`src/rtl/uart_tx_cfg.sv`:
```
// Configurable UART transmitter: start bit, DATA_BITS data bits LSB first,
// optional even/odd parity, one or two stop bits, paced by an oversampled
// baud tick.
module uart_tx_cfg #(
  parameter int unsigned DATA_BITS  = 8,
  parameter int unsigned OVERSAMPLE = 16
) (
  input  logic                 clk,
  input  logic                 rst,
  input  logic                 baud_tick,
  input  logic                 tx_start,
  input  logic [DATA_BITS-1:0] data_in,
  input  logic [1:0]           parity_mode,
  input  logic                 stop2,
  output logic                 tx,
  output logic                 tx_busy,
  output logic                 tx_done
);

  localparam int unsigned TICK_W = $clog2(OVERSAMPLE);
  localparam int unsigned BIT_W  = $clog2(DATA_BITS);
  localparam logic [TICK_W-1:0] TICK_LAST = TICK_W'(OVERSAMPLE - 1);
  localparam logic [BIT_W-1:0]  BIT_LAST  = BIT_W'(DATA_BITS - 1);

  typedef enum logic [2:0] {
    IDLE   = 3'd0,
    START  = 3'd1,
    DATA   = 3'd2,
    PARITY = 3'd3,
    STOP   = 3'd4
  } state_t;

  state_t               state, state_n;
  logic [TICK_W-1:0]    tick_cnt, tick_cnt_n;
  logic [BIT_W-1:0]     bit_cnt, bit_cnt_n;
  logic                 tx_n, busy_n, done_n;

  // Captured frame payload and configuration; the shift register feeds tx.
  logic [DATA_BITS-1:0] shreg, shreg_n;
  logic                 par_en, par_en_n;
  logic                 par_bit, par_bit_n;
  logic                 stop2_q, stop2_n;

  logic                 tick_end;

  assign tick_end = baud_tick && (tick_cnt == TICK_LAST);

  // Control state, counters and line outputs; reset wins over everything.
  always_ff @(posedge clk) begin
    if (rst) begin
      state    <= IDLE;
      tick_cnt <= '0;
      bit_cnt  <= '0;
      tx       <= 1'b1;
      tx_busy  <= 1'b0;
      tx_done  <= 1'b0;
    end else begin
      state    <= state_n;
      tick_cnt <= tick_cnt_n;
      bit_cnt  <= bit_cnt_n;
      tx       <= tx_n;
      tx_busy  <= busy_n;
      tx_done  <= done_n;
    end
  end

  // Payload/config capture registers carry no reset value.
  always_ff @(posedge clk) begin
    shreg   <= shreg_n;
    par_en  <= par_en_n;
    par_bit <= par_bit_n;
    stop2_q <= stop2_n;
  end

  // Next-state, counter, payload and output logic.
  always_comb begin
    state_n    = state;
    tick_cnt_n = tick_cnt;
    bit_cnt_n  = bit_cnt;
    tx_n       = tx;
    busy_n     = tx_busy;
    done_n     = 1'b0;
    shreg_n    = shreg;
    par_en_n   = par_en;
    par_bit_n  = par_bit;
    stop2_n    = stop2_q;

    // Tick counter runs only while a frame is active; IDLE overrides below.
    if (baud_tick) begin
      tick_cnt_n = tick_end ? '0 : tick_cnt + TICK_W'(1);
    end

    case (state)
      IDLE: begin
        tick_cnt_n = '0;
        bit_cnt_n  = '0;
        tx_n       = 1'b1;
        busy_n     = 1'b0;
        if (tx_start) begin
          shreg_n   = data_in;
          par_en_n  = (parity_mode == 2'b01) || (parity_mode == 2'b10);
          par_bit_n = (^data_in) ^ (parity_mode == 2'b10);
          stop2_n   = stop2;
          state_n   = START;
          tx_n      = 1'b0;
          busy_n    = 1'b1;
        end
      end

      START: begin
        if (tick_end) begin
          state_n   = DATA;
          bit_cnt_n = '0;
          tx_n      = shreg[0];
        end
      end

      DATA: begin
        if (tick_end) begin
          if (bit_cnt == BIT_LAST) begin
            bit_cnt_n = '0;
            if (par_en) begin
              state_n = PARITY;
              tx_n    = par_bit;
            end else begin
              state_n = STOP;
              tx_n    = 1'b1;
            end
          end else begin
            bit_cnt_n = bit_cnt + BIT_W'(1);
            shreg_n   = shreg >> 1;
            tx_n      = shreg[1];
          end
        end
      end

      PARITY: begin
        if (tick_end) begin
          state_n   = STOP;
          bit_cnt_n = '0;
          tx_n      = 1'b1;
        end
      end

      STOP: begin
        // bit_cnt counts stop periods here: 0 for the first, 1 for the second.
        if (tick_end) begin
          if (stop2_q && (bit_cnt == '0)) begin
            bit_cnt_n = BIT_W'(1);
          end else begin
            state_n   = IDLE;
            bit_cnt_n = '0;
            tx_n      = 1'b1;
            busy_n    = 1'b0;
            done_n    = 1'b1;
          end
        end
      end

      default: begin
        state_n    = IDLE;
        tick_cnt_n = '0;
        bit_cnt_n  = '0;
        tx_n       = 1'b1;
        busy_n     = 1'b0;
        done_n     = 1'b0;
      end
    endcase
  end

endmodule
```
`config.mk`:
```
export PLATFORM = sky130hd
export DESIGN_NAME = uart_tx_cfg
export DESIGN_NICKNAME = d
export VERILOG_FILES = /design/src/rtl/uart_tx_cfg.sv
export SDC_FILE = /design/constraint.sdc
export NUM_CORES = 1
export LEC_CHECK = 0
export ABC_AREA = 1
export CORE_MARGIN = 3
export CORE_UTILIZATION = 58
export DETAILED_ROUTE_END_ITERATION = 16
export PLACE_DENSITY = 0.83
export SETUP_SLACK_MARGIN = 0.4
export SLEW_MARGIN = 30
export SYNTH_ARGS = -nofsm -noshare
export SYNTH_HDL_FRONTEND = slang
export SYNTH_SLANG_ARGS = --single-unit
```
`constraint.sdc`:
```
create_clock -name clk -period 4.3 [get_ports clk]
set_clock_uncertainty 0.15 [all_clocks]
set_input_delay 1.29 -clock clk [delete_from_list [all_inputs] [get_ports clk]]
set_output_delay 1.29 -clock clk [all_outputs]
set_load 0.005 [all_outputs]
```
======== Yosys cells after proc, flatten, opt, wreduce, memory -nomap -nowiden ========
Index checks and enable logic that the tools add are counted.
storage, ports and cells
  bits in registers ....................... 24
  input bits .............................. 15
operators by class
  add/sub/neg operators ................... 2
  equal/unequal tests ..................... 17
  muxes and demuxes ....................... 34
  bitwise operators ....................... 5
  reduce and logical (&&, ||, !) cells .... 18
operators by type and width
  operator                                                                count
  3-bit two-way mux                                                       12
  8-bit two-way mux                                                       3
  2-bit inequality test (second input constant)                           8
  8-bit one-hot mux with 2 select lines                                   1
  3-bit one-hot mux with 5 select lines                                   1
  1-bit two-way mux                                                       13
  3-bit one-hot mux with 3 select lines                                   1
  8-bit XOR reduction                                                     1
  7-bit AND reduction                                                     1
  3-bit by 2-bit equality test with 1-bit output (second input constant)  2
  3-bit equality test (second input constant)                             2
  3-bit zero test                                                         2
  3-bit AND reduction                                                     2
  3-bit OR reduction                                                      2
  1-bit one-hot mux with 5 select lines                                   1
  5-bit AND reduction                                                     1
  4-bit by 1-bit adder with 4-bit output (second input constant)          1
  4-bit equality test (second input constant)                             1
  4-bit two-way mux                                                       1
  1-bit NOT                                                               4
  4-bit AND reduction                                                     1
  2-bit OR reduction                                                      2
  4-bit OR reduction                                                      1
  3-bit by 1-bit adder with 3-bit output (second input constant)          1
  10 further kinds                                                        11

======== Longest topological paths before layout ========
Gate-level depths: netlist of run 1.
  word-level depth ........................ 5
  depth in mapped cells ................... 9

======== Worst setup path before layout of run 1 ========
No wires, ideal clock.
  path type ............................... input to register
  start ................................... in baud_tick
  end ..................................... reg shreg[0], enable pin
  arrival time ............................ 2.027 ns
  data required time ...................... 3.775 ns
  setup slack ............................. 1.747 ns
  cell stages on the path ................. 4
  path buffers ............................ 0
  path through ............................ nand2_2 -> nor2_8 -> o21ai_1 -> a21oi_1
on the way
  cells in the longest elaborated chain, start to end .. 3
RTL lines
  what                             line  RTL
  start, declared                  10    input logic baud_tick,
  1-bit logical AND                46    assign tick_end = baud_tick && (tick_cnt == TICK_LAST);
  2-bit inequality test (no line)  -
  4-bit AND reduction (no line)    -
  end signal, assigned             69    shreg <= shreg_n;
  end, declared                    39    logic [DATA_BITS-1:0] shreg, shreg_n;
Every way passes these cells.
A chain may end at the register's enable or synchronous reset.

======== Worst setup path in the final report of run 1 ========
  start ................................... in baud_tick
  end ..................................... reg shreg[6], enable pin
Same word-level chain as after synthesis.

==> results.sh, run 1 <==
export IMPL_wl_met2_um=1490
export IMPL_critPathMaxFanout=8
export IMPL_synth_seq_cells=24
export IMPL_finalCriticalPeriod_ns=3.03
export IMPL_die_h_um=54.8
export IMPL_cts_inserted_buffers=3
export IMPL_ys_warn_count=0
export IMPL_cp_end_kind="flip-flop"
export IMPL_via_per_inst=5.37
export IMPL_cp_slowest_cell="a21oi_1"
export IMPL_htreeDepth=1
export IMPL_fin_ws_ns=1.27
export IMPL_die_area_mm2=0.00301
export IMPL_top_layer="met4"
export IMPL_peakVddDrop_mv=0.391
export IMPL_worstMarginPinSlew_ns=0.770
export IMPL_relSlewSlack_pct=48.7
export IMPL_hold_buffers=0
export IMPL_fin_util_pct=73.2
export IMPL_holdWs_ns=0.327
export IMPL_gp_congestion=0.919
export IMPL_synth_seq_area_share_pct=42.7
export IMPL_reg2reg_from="state[2]$_SDFFE_PP0P_"
export IMPL_dr_pass1_iters=5
export IMPL_worstSkewPairLatency_ns=0.31
export IMPL_finalPower_mw=1.05
export IMPL_core_area_mm2=0.00223
export IMPL_crit_path_end="shreg[6]$_DFFE_PP_"
export IMPL_dp_hpwl_um=2150
export IMPL_status="finished, final reports clean"
export IMPL_wl_met3_um=110
export IMPL_cts_reportedPaths_clkPinSlew_ns=0.14
export IMPL_synth_cell_area_mm2=0.00138
export IMPL_fill_cells=176
export IMPL_min_path_type="flip-flop to flip-flop"
export IMPL_synth_nets=199
export IMPL_maxCapViolCount=0
export IMPL_drt_wl_total_um=2790
export IMPL_startpoint="baud_tick"
export IMPL_path_cells="clkdlybuf4s50_1 -> nand2_2 -> nor2_8 -> o21ai_1 -> a21oi_1"
export IMPL_r2r_cells=6
export IMPL_cts_resized=0
export IMPL_grt_pass1_vias=1149
export IMPL_crit_type="input pin to flip-flop"
export IMPL_ios=18
export IMPL_avgSynthCellArea_um2=7.77
export IMPL_vias=1213
export IMPL_clockRootBuffer="clkbuf_4"
export IMPL_cts_buffer_depth=2
export IMPL_critPathArrivalTime_ns=2.84
export IMPL_numClockSinks=24
export IMPL_grt_ovfl_total=0
export IMPL_cts_tree="done"
export IMPL_tns_ns=0
export IMPL_dp_slack_ns=0.891
export IMPL_die_width_um=54.8
export IMPL_critPathLaunchType="input pin"
export IMPL_r2r_end="shreg[6]$_DFFE_PP_"
export IMPL_cts_setup_buffers=0
export IMPL_ant_nets=0
export IMPL_grt_pass1_wl_um=4820
export IMPL_area_delta_synth_final_pct=18.3
export IMPL_drt_iter0_drc=18
export IMPL_fmax_mhz=330
export IMPL_nNetsFinal=220
export IMPL_n_antenna_cell=0
export IMPL_power_density_mw_per_mm2=645
export IMPL_finalMaxSlewViolations=0
export IMPL_port_buffer_count=17
export IMPL_drc=0
export IMPL_rows=17
export IMPL_start_util_pct=61.9
export IMPL_min_period_over_period_pct=70.5
export IMPL_seq_area_um2=591
export IMPL_wire_per_inst_um=12.3
export IMPL_synth_cell_types=24
export IMPL_grtUsageTotal_pct=21.7
export IMPL_grt_max_degree=15
export IMPL_p_leak_nw=0.769
export IMPL_finalHoldViolations=0
export IMPL_syn_inst=178
export IMPL_required_ns=4.11
export IMPL_m1WireLength_um=1170
export IMPL_multi_input_comb_area_um2=689
export IMPL_grt_antenna_before_repair=0
export IMPL_ff2ff_setup_slack_ns=2.17
export IMPL_rsz0062_at_grt="no"
export IMPL_drive_gt1_share_pct=10.1
export IMPL_setup_violations=0
export IMPL_crit_path_max_incr_delay_ns=0.60
[metal layers]
| metal | GRT usage (%) | vias up |
|---|---|---|
| li1 | - | 607 |
| met1 | 25.5 | 573 |
| met2 | 41.1 | 31 |
| met3 | 2.45 | 2 |
| met4 | 4.98 | 0 |
| met5 | 0 | - |
[metrics by stage]
stage / instances / instance area, um^2
floorplan: 178 / 1380
global placement: 222 / 1580
detailed placement: 222 / 1580
CTS: 226 / 1640
global route: 226 / 1640
finish: 226 / 1640
[Yosys cell counts]
| cell | count | area share, % |
|---|---|---|
| xnor2_1 | 3 | 1.9 |
| o211ai_1 | 1 | 0.54 |
| nor3_1 | 3 | 1.1 |
| inv_1 | 21 | 5.7 |
| mux2i_1 | 1 | 0.72 |
| edfxtp_1 | 11 | 24 |
| buf_2 | 1 | 0.36 |
| nand3_1 | 8 | 2.9 |
| inv_2 | 5 | 1.4 |
| a21oi_1 | 9 | 3.3 |
| o21ai_1 | 2 | 0.72 |
| dfxtp_1 | 13 | 19 |
| o21ai_2 | 1 | 0.63 |
| nand3b_1 | 3 | 1.6 |
| nor2_1 | 19 | 5.2 |
| nor2_4 | 2 | 1.6 |
| nand2_2 | 3 | 1.4 |
| nand4_1 | 3 | 1.4 |
| ha_1 | 6 | 5.4 |
| o21ai_0 | 4 | 1.4 |
| nand2_1 | 52 | 14 |
| nor2_8 | 1 | 1.4 |
| xor2_1 | 2 | 1.3 |
| nand2_4 | 4 | 3.3 |
[sequential cells by signal, indices dropped and copies added, names as in the netlist]
signal and flops:
tx_done 1, stop2_q 1, par_bit 1, par_en 1
tx 1, bit_cnt 3, shreg 8, tx_busy 1
tick_cnt 4, state 3
[critical path, delay by kind of cell]
kind,cells,cell delay [ns]
compound gates,2,0.69
buf+inv,1,0.57
simple gates,2,0.29
[cell usage in the layout (no fill, tap or decap), drive strengths merged]
cell type,netlist,layout
a21oi,9,9
bufinv,0,1
clkbuf,0,3
clkdlybuf4s50,0,17
dfxtp,13,13
edfxtp,11,11
ha,6,6
inv,26,26
mux2i,1,1
nand2,59,59
nand3,8,8
nand3b,3,3
nand4,3,3
nor2,22,22
nor3,3,3
o211ai,1,1
o21ai,7,7
xnor2,3,3
xor2,2,2
[power by group]
| part | internal (mW) | total, mW | switching [mW] |
|---|---|---|---|
| Clock | 0.0941 | 0.163 | 0.0687 |
| Combinational | 0.170 | 0.498 | 0.328 |
| Sequential | 0.346 | 0.394 | 0.0472 |
[final cells by class]
cell class | count | share of cell area (%)
multi-input combinational | 127 | 42.2
sequential | 24 | 36.1
timing repair buffer | 17 | 10.4
inverter | 26 | 5.97
tap | 28 | 2.14
clock inverter | 1 | 1.84
clock buffer | 3 | 1.38
[logic make-up after synthesis]
family	after synthesis	synth area share, %
muxes	1	0.724
and+or+nand+nor	98	33.9
buffers and inverters	27	7.42
AOI/OAI and AO/OA	17	6.61
adders and majority gates	6	5.43
DFF	24	42.7
xor gates and xnor gates	5	3.17
[how the worst min path moves through the flow]
stage	cells past startpoint	end	startpoint
floorplan	2	tx_busy$_SDFFE_PP0P_	tx_busy$_SDFFE_PP0P_
detailed placement	2	tx_busy$_SDFFE_PP0P_	tx_busy$_SDFFE_PP0P_
global route	2	tx_busy$_SDFFE_PP0P_	tx_busy$_SDFFE_PP0P_
global placement	2	tx_busy$_SDFFE_PP0P_	tx_busy$_SDFFE_PP0P_
CTS	2	tx_busy$_SDFFE_PP0P_	tx_busy$_SDFFE_PP0P_
finish	2	tx_busy$_SDFFE_PP0P_	tx_busy$_SDFFE_PP0P_
Note: power is estimated with default switching activity, not from simulation.
==> inputs of run 2 (changes only) <==
--- a/config.mk
+++ b/config.mk
@@ -7,9 +7,9 @@
 export LEC_CHECK = 0
 export ABC_AREA = 1
 export CORE_MARGIN = 3
-export CORE_UTILIZATION = 58
+export CORE_UTILIZATION = 54
 export DETAILED_ROUTE_END_ITERATION = 16
-export PLACE_DENSITY = 0.83
+export PLACE_DENSITY = 0.78
 export SETUP_SLACK_MARGIN = 0.4
 export SLEW_MARGIN = 30
 export SYNTH_ARGS = -nofsm -noshare
==> constraint.sdc (replaced) <==
create_clock -name clk -period 2.8 [get_ports clk]
set_clock_uncertainty 0.15 [all_clocks]
set_input_delay 0.84 -clock clk [delete_from_list [all_inputs] [get_ports clk]]
set_output_delay 0.84 -clock clk [all_outputs]
set_load 0.005 [all_outputs]
==> run 2 against run 1 <==
Against the previous run: setup slack worse by 0.68 ns; core utilization is 3.5 points lower; via count is 3.5% lower; largest power group unchanged.
==> results.sh, run 2 (synthesis results as in run 1) <==
export IMPL_status="finished, final reports clean"
export IMPL_design_area_mm2=0.00162
export IMPL_crit_type="input pin to flip-flop"
export IMPL_grt_ovfl_total=0
export IMPL_power_density_mw_per_mm2=952
export IMPL_cts_setup_buffers=0
export IMPL_drt_wl_total_um=2750
export IMPL_setup_violations=0
export IMPL_ios=18
export IMPL_vias=1170
export IMPL_dr_pass1_iters=7
export IMPL_worstSkewPairLatency_ns=0.31
export IMPL_dp_slack_ns=0.241
export IMPL_die_area_mm2=0.00320
export IMPL_grtUsageTotal_pct=18.8
export IMPL_core_area_mm2=0.00232
export IMPL_drc=0
export IMPL_largest_register="shreg"
export IMPL_cts_buffer_depth=2
export IMPL_relSlewSlack_pct=78.3
export IMPL_rsz0062_at_grt="no"
export IMPL_fin_ws_ns=0.594
export IMPL_critPathArrivalTime_ns=2.10
export IMPL_cts_resized=0
export IMPL_htreeDepth=1
export IMPL_ant_nets=0
export IMPL_worstMarginPinSlew_ns=0.324
export IMPL_via_per_inst=5.15
export IMPL_fin_util_pct=69.7
export IMPL_finalHoldViolations=0
export IMPL_peakVddDrop_mv=0.647
export IMPL_fill_cells=201
export IMPL_grt_max_degree=14
export IMPL_wire_per_inst_um=12.1
export IMPL_clockRootBuffer="clkbuf_4"
export IMPL_area_delta_synth_final_pct=16.9
export IMPL_drive_gt1_share_pct=10.1
export IMPL_port_buffer_count=17
export IMPL_hold_buffers=0
export IMPL_cts_inserted_buffers=3
export IMPL_cp_end_kind="flip-flop"
export IMPL_grt_pass1_vias=1146
export IMPL_min_period_over_period_pct=78.8
export IMPL_rows=17
export IMPL_nNetsFinal=221
export IMPL_final_common_cell="nand2_1"
export IMPL_place_area_mm2=0.00159
export IMPL_drt_iter0_drc=21
export IMPL_required_ns=2.69
export IMPL_final_cell_mix="52 x nand2_1, 21 x inv_1, 19 x nor2_1, 17 x clkdlybuf4s50_1, 13 x dfxtp_1"
export IMPL_cts_reportedPaths_clkPinSlew_ns=0.13
export IMPL_fin_cells=227
export IMPL_dp_hpwl_um=2190
export IMPL_finalCriticalPeriod_ns=2.21
export IMPL_start_util_pct=59.6
export IMPL_gp_congestion=0.840
export IMPL_maxCapViolCount=0
export IMPL_critPathLaunchType="input pin"
export IMPL_placed_cells=223
export IMPL_largest_reg_flops=8
export IMPL_grt_pass1_wl_um=4810
export IMPL_p_leak_nw=0.761
export IMPL_tns_ns=0
export IMPL_min_path_type="flip-flop to flip-flop"
export IMPL_die_width_um=56.6
export IMPL_cts_tree="done"
export IMPL_die_h_um=56.6
export IMPL_reg_largest_list="shreg (8), tick_cnt (4)"
export IMPL_n_antenna_cell=0
export IMPL_fmax_mhz=453
export IMPL_finalMaxSlewViolations=0
export IMPL_grt_antenna_before_repair=0
export IMPL_critPathMaxFanout=8
export IMPL_numClockSinks=24
[run 2: power by group]
group          switching (mW)  internal (mW)
logic                   0.497          0.281
registers              0.0749          0.530
clock network           0.101         0.0557
total                   0.673          0.866
[run 2: cell type report]
cell class | instances | area [um^2] | share of cell area, %
Clock buffer | 4 | 26.3 | 1.63
Timing Repair Buffer | 18 | 178 | 11.0
Multi-Input combinational cell | 127 | 689 | 42.6
Tap cell | 28 | 35.0 | 2.17
Inverter | 26 | 97.6 | 6.04
Sequential cell | 24 | 591 | 36.5
[run 2: per-layer routing]
layer,track usage (%),part of all wire (%),vias up
li1,-,-,607
met2,32.7,50,32
met1,22.5,44,525
met5,0,0,-
met4,8.47,1.9,0
met3,2.99,4.1,6
[run 2: final timing paths]
path | startpoint | endpoint | slack (ns) | depth (start not counted)
min | tx_busy$_SDFFE_PP0P_ | tx_busy$_SDFFE_PP0P_ | 0.32 | 2
max reg2reg | state[2]$_SDFFE_PP0P_ | shreg[0]$_DFFE_PP_ | 1.04 | 7
max | baud_tick | shreg[0]$_DFFE_PP_ | 0.59 | 6
min reg2reg | tx_busy$_SDFFE_PP0P_ | tx_busy$_SDFFE_PP0P_ | 0.32 | 2
[run 2: per-stage QoR]
step | power, mW | hold slack, ns
global route | 1.68 | 0.357
global placement | 1.35 | 0.302
CTS | 1.55 | 0.329
detailed placement | 1.39 | 0.310
floorplan | 1.18 | 0.299
finish | 1.54 | 0.322
[run 2: worst max-delay path, stage by stage]
cell and delay [ns]:
clkdlybuf4s50_1 0.57, nand2_2 0.13, nor2_8 0.16, o21ai_1 0.09
a21oi_1 0.12, buf_4 0.18
==> inputs of run 3 (changes only) <==
--- a/config.mk
+++ b/config.mk
@@ -7,9 +7,9 @@
 export LEC_CHECK = 0
 export ABC_AREA = 1
 export CORE_MARGIN = 3
-export CORE_UTILIZATION = 54
+export CORE_UTILIZATION = 49
 export DETAILED_ROUTE_END_ITERATION = 16
-export PLACE_DENSITY = 0.78
+export PLACE_DENSITY = 0.75
 export SETUP_SLACK_MARGIN = 0.4
 export SLEW_MARGIN = 30
 export SYNTH_ARGS = -nofsm -noshare
==> constraint.sdc (replaced) <==
create_clock -name clk -period 1.9 [get_ports clk]
set_clock_uncertainty 0.15 [all_clocks]
set_input_delay 0.57 -clock clk [delete_from_list [all_inputs] [get_ports clk]]
set_output_delay 0.57 -clock clk [all_outputs]
set_load 0.005 [all_outputs]
==> run 3 against run 2 <==
Against the previous run: hold slack hardly changed; setup slack got worse by 0.24 ns; final area up 26%; die area up 9.1%; sequential share of layout area shrank 6.5 points; cell count up 11%; sequential cell count unchanged; wire length increased by 31%; clock power is 52% higher; power grew 86%; largest cell class unchanged; highest routed layer unchanged.
==> results.sh, run 3 (synthesis results as in run 1) <==
export IMPL_grt_pass1_wl_um=5770
export IMPL_design_area_mm2=0.00203
export IMPL_power_density_mw_per_mm2=1410
export IMPL_fill_cells=177
export IMPL_fin_ws_ns=0.354
export IMPL_grtUsageTotal_pct=21.9
export IMPL_status="finished, final reports clean"
export IMPL_grt_ovfl_total=0
export IMPL_crit_type="flip-flop to flip-flop"
export IMPL_final_cell_mix="43 x nand2_1, 21 x buf_4, 16 x nor2_1, 16 x inv_1, 11 x edfxtp_1"
export IMPL_min_period_over_period_pct=81.3
export IMPL_cts_tree="done"
export IMPL_largest_register="shreg"
export IMPL_clockRootBuffer="clkbuf_4"
export IMPL_nNetsFinal=244
export IMPL_peakVddDrop_mv=1.13
export IMPL_ios=18
export IMPL_p_leak_nw=0.926
export IMPL_worstMarginPinSlew_ns=0.270
export IMPL_start_util_pct=53.4
export IMPL_core_area_mm2=0.00259
export IMPL_maxCapViolCount=0
export IMPL_reg_largest_list="shreg (8), tick_cnt (4)"
export IMPL_finalPower_mw=2.86
export IMPL_port_buffer_count=17
export IMPL_cp_end_kind="flip-flop"
export IMPL_die_area_mm2=0.00350
export IMPL_gp_congestion=0.847
export IMPL_rsz0062_at_grt="yes"
export IMPL_required_ns=1.81
export IMPL_drt_iter0_drc=82
export IMPL_drc=0
export IMPL_grt_pass1_vias=1317
export IMPL_placed_cells=234
export IMPL_via_per_inst=5.44
export IMPL_hold_buffers=0
export IMPL_power_frac_seq_pct=32.7
export IMPL_n_antenna_cell=0
export IMPL_place_area_mm2=0.00172
export IMPL_seq_area_um2=611
export IMPL_dr_pass1_iters=4
export IMPL_area_delta_synth_final_pct=47.1
export IMPL_wire_per_inst_um=14.3
export IMPL_finalMaxSlewViolations=0
export IMPL_multi_input_comb_area_um2=905
export IMPL_die_h_um=59.1
export IMPL_die_width_um=59.1
export IMPL_cts_reportedPaths_clkPinSlew_ns=0.13
export IMPL_holdWs_ns=0.321
export IMPL_critPathLaunchType="flip-flop"
export IMPL_relSlewSlack_pct=82.0
export IMPL_largest_reg_flops=8
export IMPL_critPathMaxFanout=8
export IMPL_fmax_mhz=647
export IMPL_p_int_mw=1.60
export IMPL_finalCriticalPeriod_ns=1.55
export IMPL_final_common_cell="nand2_1"
export IMPL_fin_util_pct=78.5
export IMPL_rows=18
export IMPL_setup_violations=0
export IMPL_worstSkewPairLatency_ns=0.32
export IMPL_cts_inserted_buffers=3
export IMPL_ant_nets=0
export IMPL_clock_power_share_pct=8.3
export IMPL_p_sw_mw=1.27
export IMPL_dp_slack_ns=-0.338
export IMPL_critPathArrivalTime_ns=1.46
export IMPL_numClockSinks=24
export IMPL_drive_gt1_share_pct=39.6
export IMPL_drt_wl_total_um=3610
export IMPL_grt_max_degree=14
export IMPL_grt_antenna_before_repair=0
export IMPL_comb_power_share_pct=59.0
export IMPL_switching_share_pct=44.3
export IMPL_vias=1371
export IMPL_finalHoldViolations=0
export IMPL_htreeDepth=1
export IMPL_min_path_type="flip-flop to flip-flop"
export IMPL_fin_cells=252
export IMPL_cts_buffer_depth=2
export IMPL_dp_hpwl_um=2330
export IMPL_tns_ns=0
[run 3: cell count changes in the layout (fill, tap and decap cells not counted), sizes merged]
cell,previous run,this run
buf,1,27
clkdlybuf4s15,0,4
clkdlybuf4s50,17,2
clkinv,0,1
dlygate4sd2,0,8
inv,26,25
[run 3: layer usage]
metal	vias up	share of wire, %	routed length (um)	global-route usage [%]
li1	657	-	-	-
met1	658	42	1520	27.3
met2	43	50	1800	36.8
met3	13	5.4	195	3.70
met4	0	2.3	84	10.4
met5	-	0	0	0
[run 3: layout make-up]
type,count,area share (%)
clock buffers,4,1.29
inverters,26,5.29
repair buffers,41,17.0
multi-input cells,127,44.5
flip-flops and latches,24,30.0
well taps,30,1.85
[run 3: worst paths after layout]
kind         cells after the start                    to  slack [ns]                  start
max                              6    shreg[0]$_DFFE_PP_        0.35  state[1]$_SDFFE_PP0P_
min                              2  tx_busy$_SDFFE_PP0P_        0.32   tx_busy$_SDFFE_PP0P_
max reg2reg                      6    shreg[0]$_DFFE_PP_        0.35  state[1]$_SDFFE_PP0P_
min reg2reg                      2  tx_busy$_SDFFE_PP0P_        0.32   tx_busy$_SDFFE_PP0P_
[run 3: critical path, cell delays in order (launching register included)]
cell     delay (ns)
dfxtp_4        0.43
nand2_4        0.07
nor2_4         0.18
buf_6          0.14
nand2_4        0.04
a21oi_4        0.14
buf_12         0.14
[run 3: power by group through the flow]
stage	Combinational (mW)	Sequential [mW]	Clock (mW)
global route	1.85	0.954	0.270
global placement	1.19	0.899	0
detailed placement	1.24	0.905	0
floorplan	0.956	0.880	0
finish	1.69	0.935	0.238
CTS	1.52	0.916	0.242
[run 3: timing repair]
item                                    in CTS  in global routing
buffers inserted                            12                  2
endpoints found under the setup margin      34                 24
pin swaps                                   11                 24
resized for setup                           58                 27
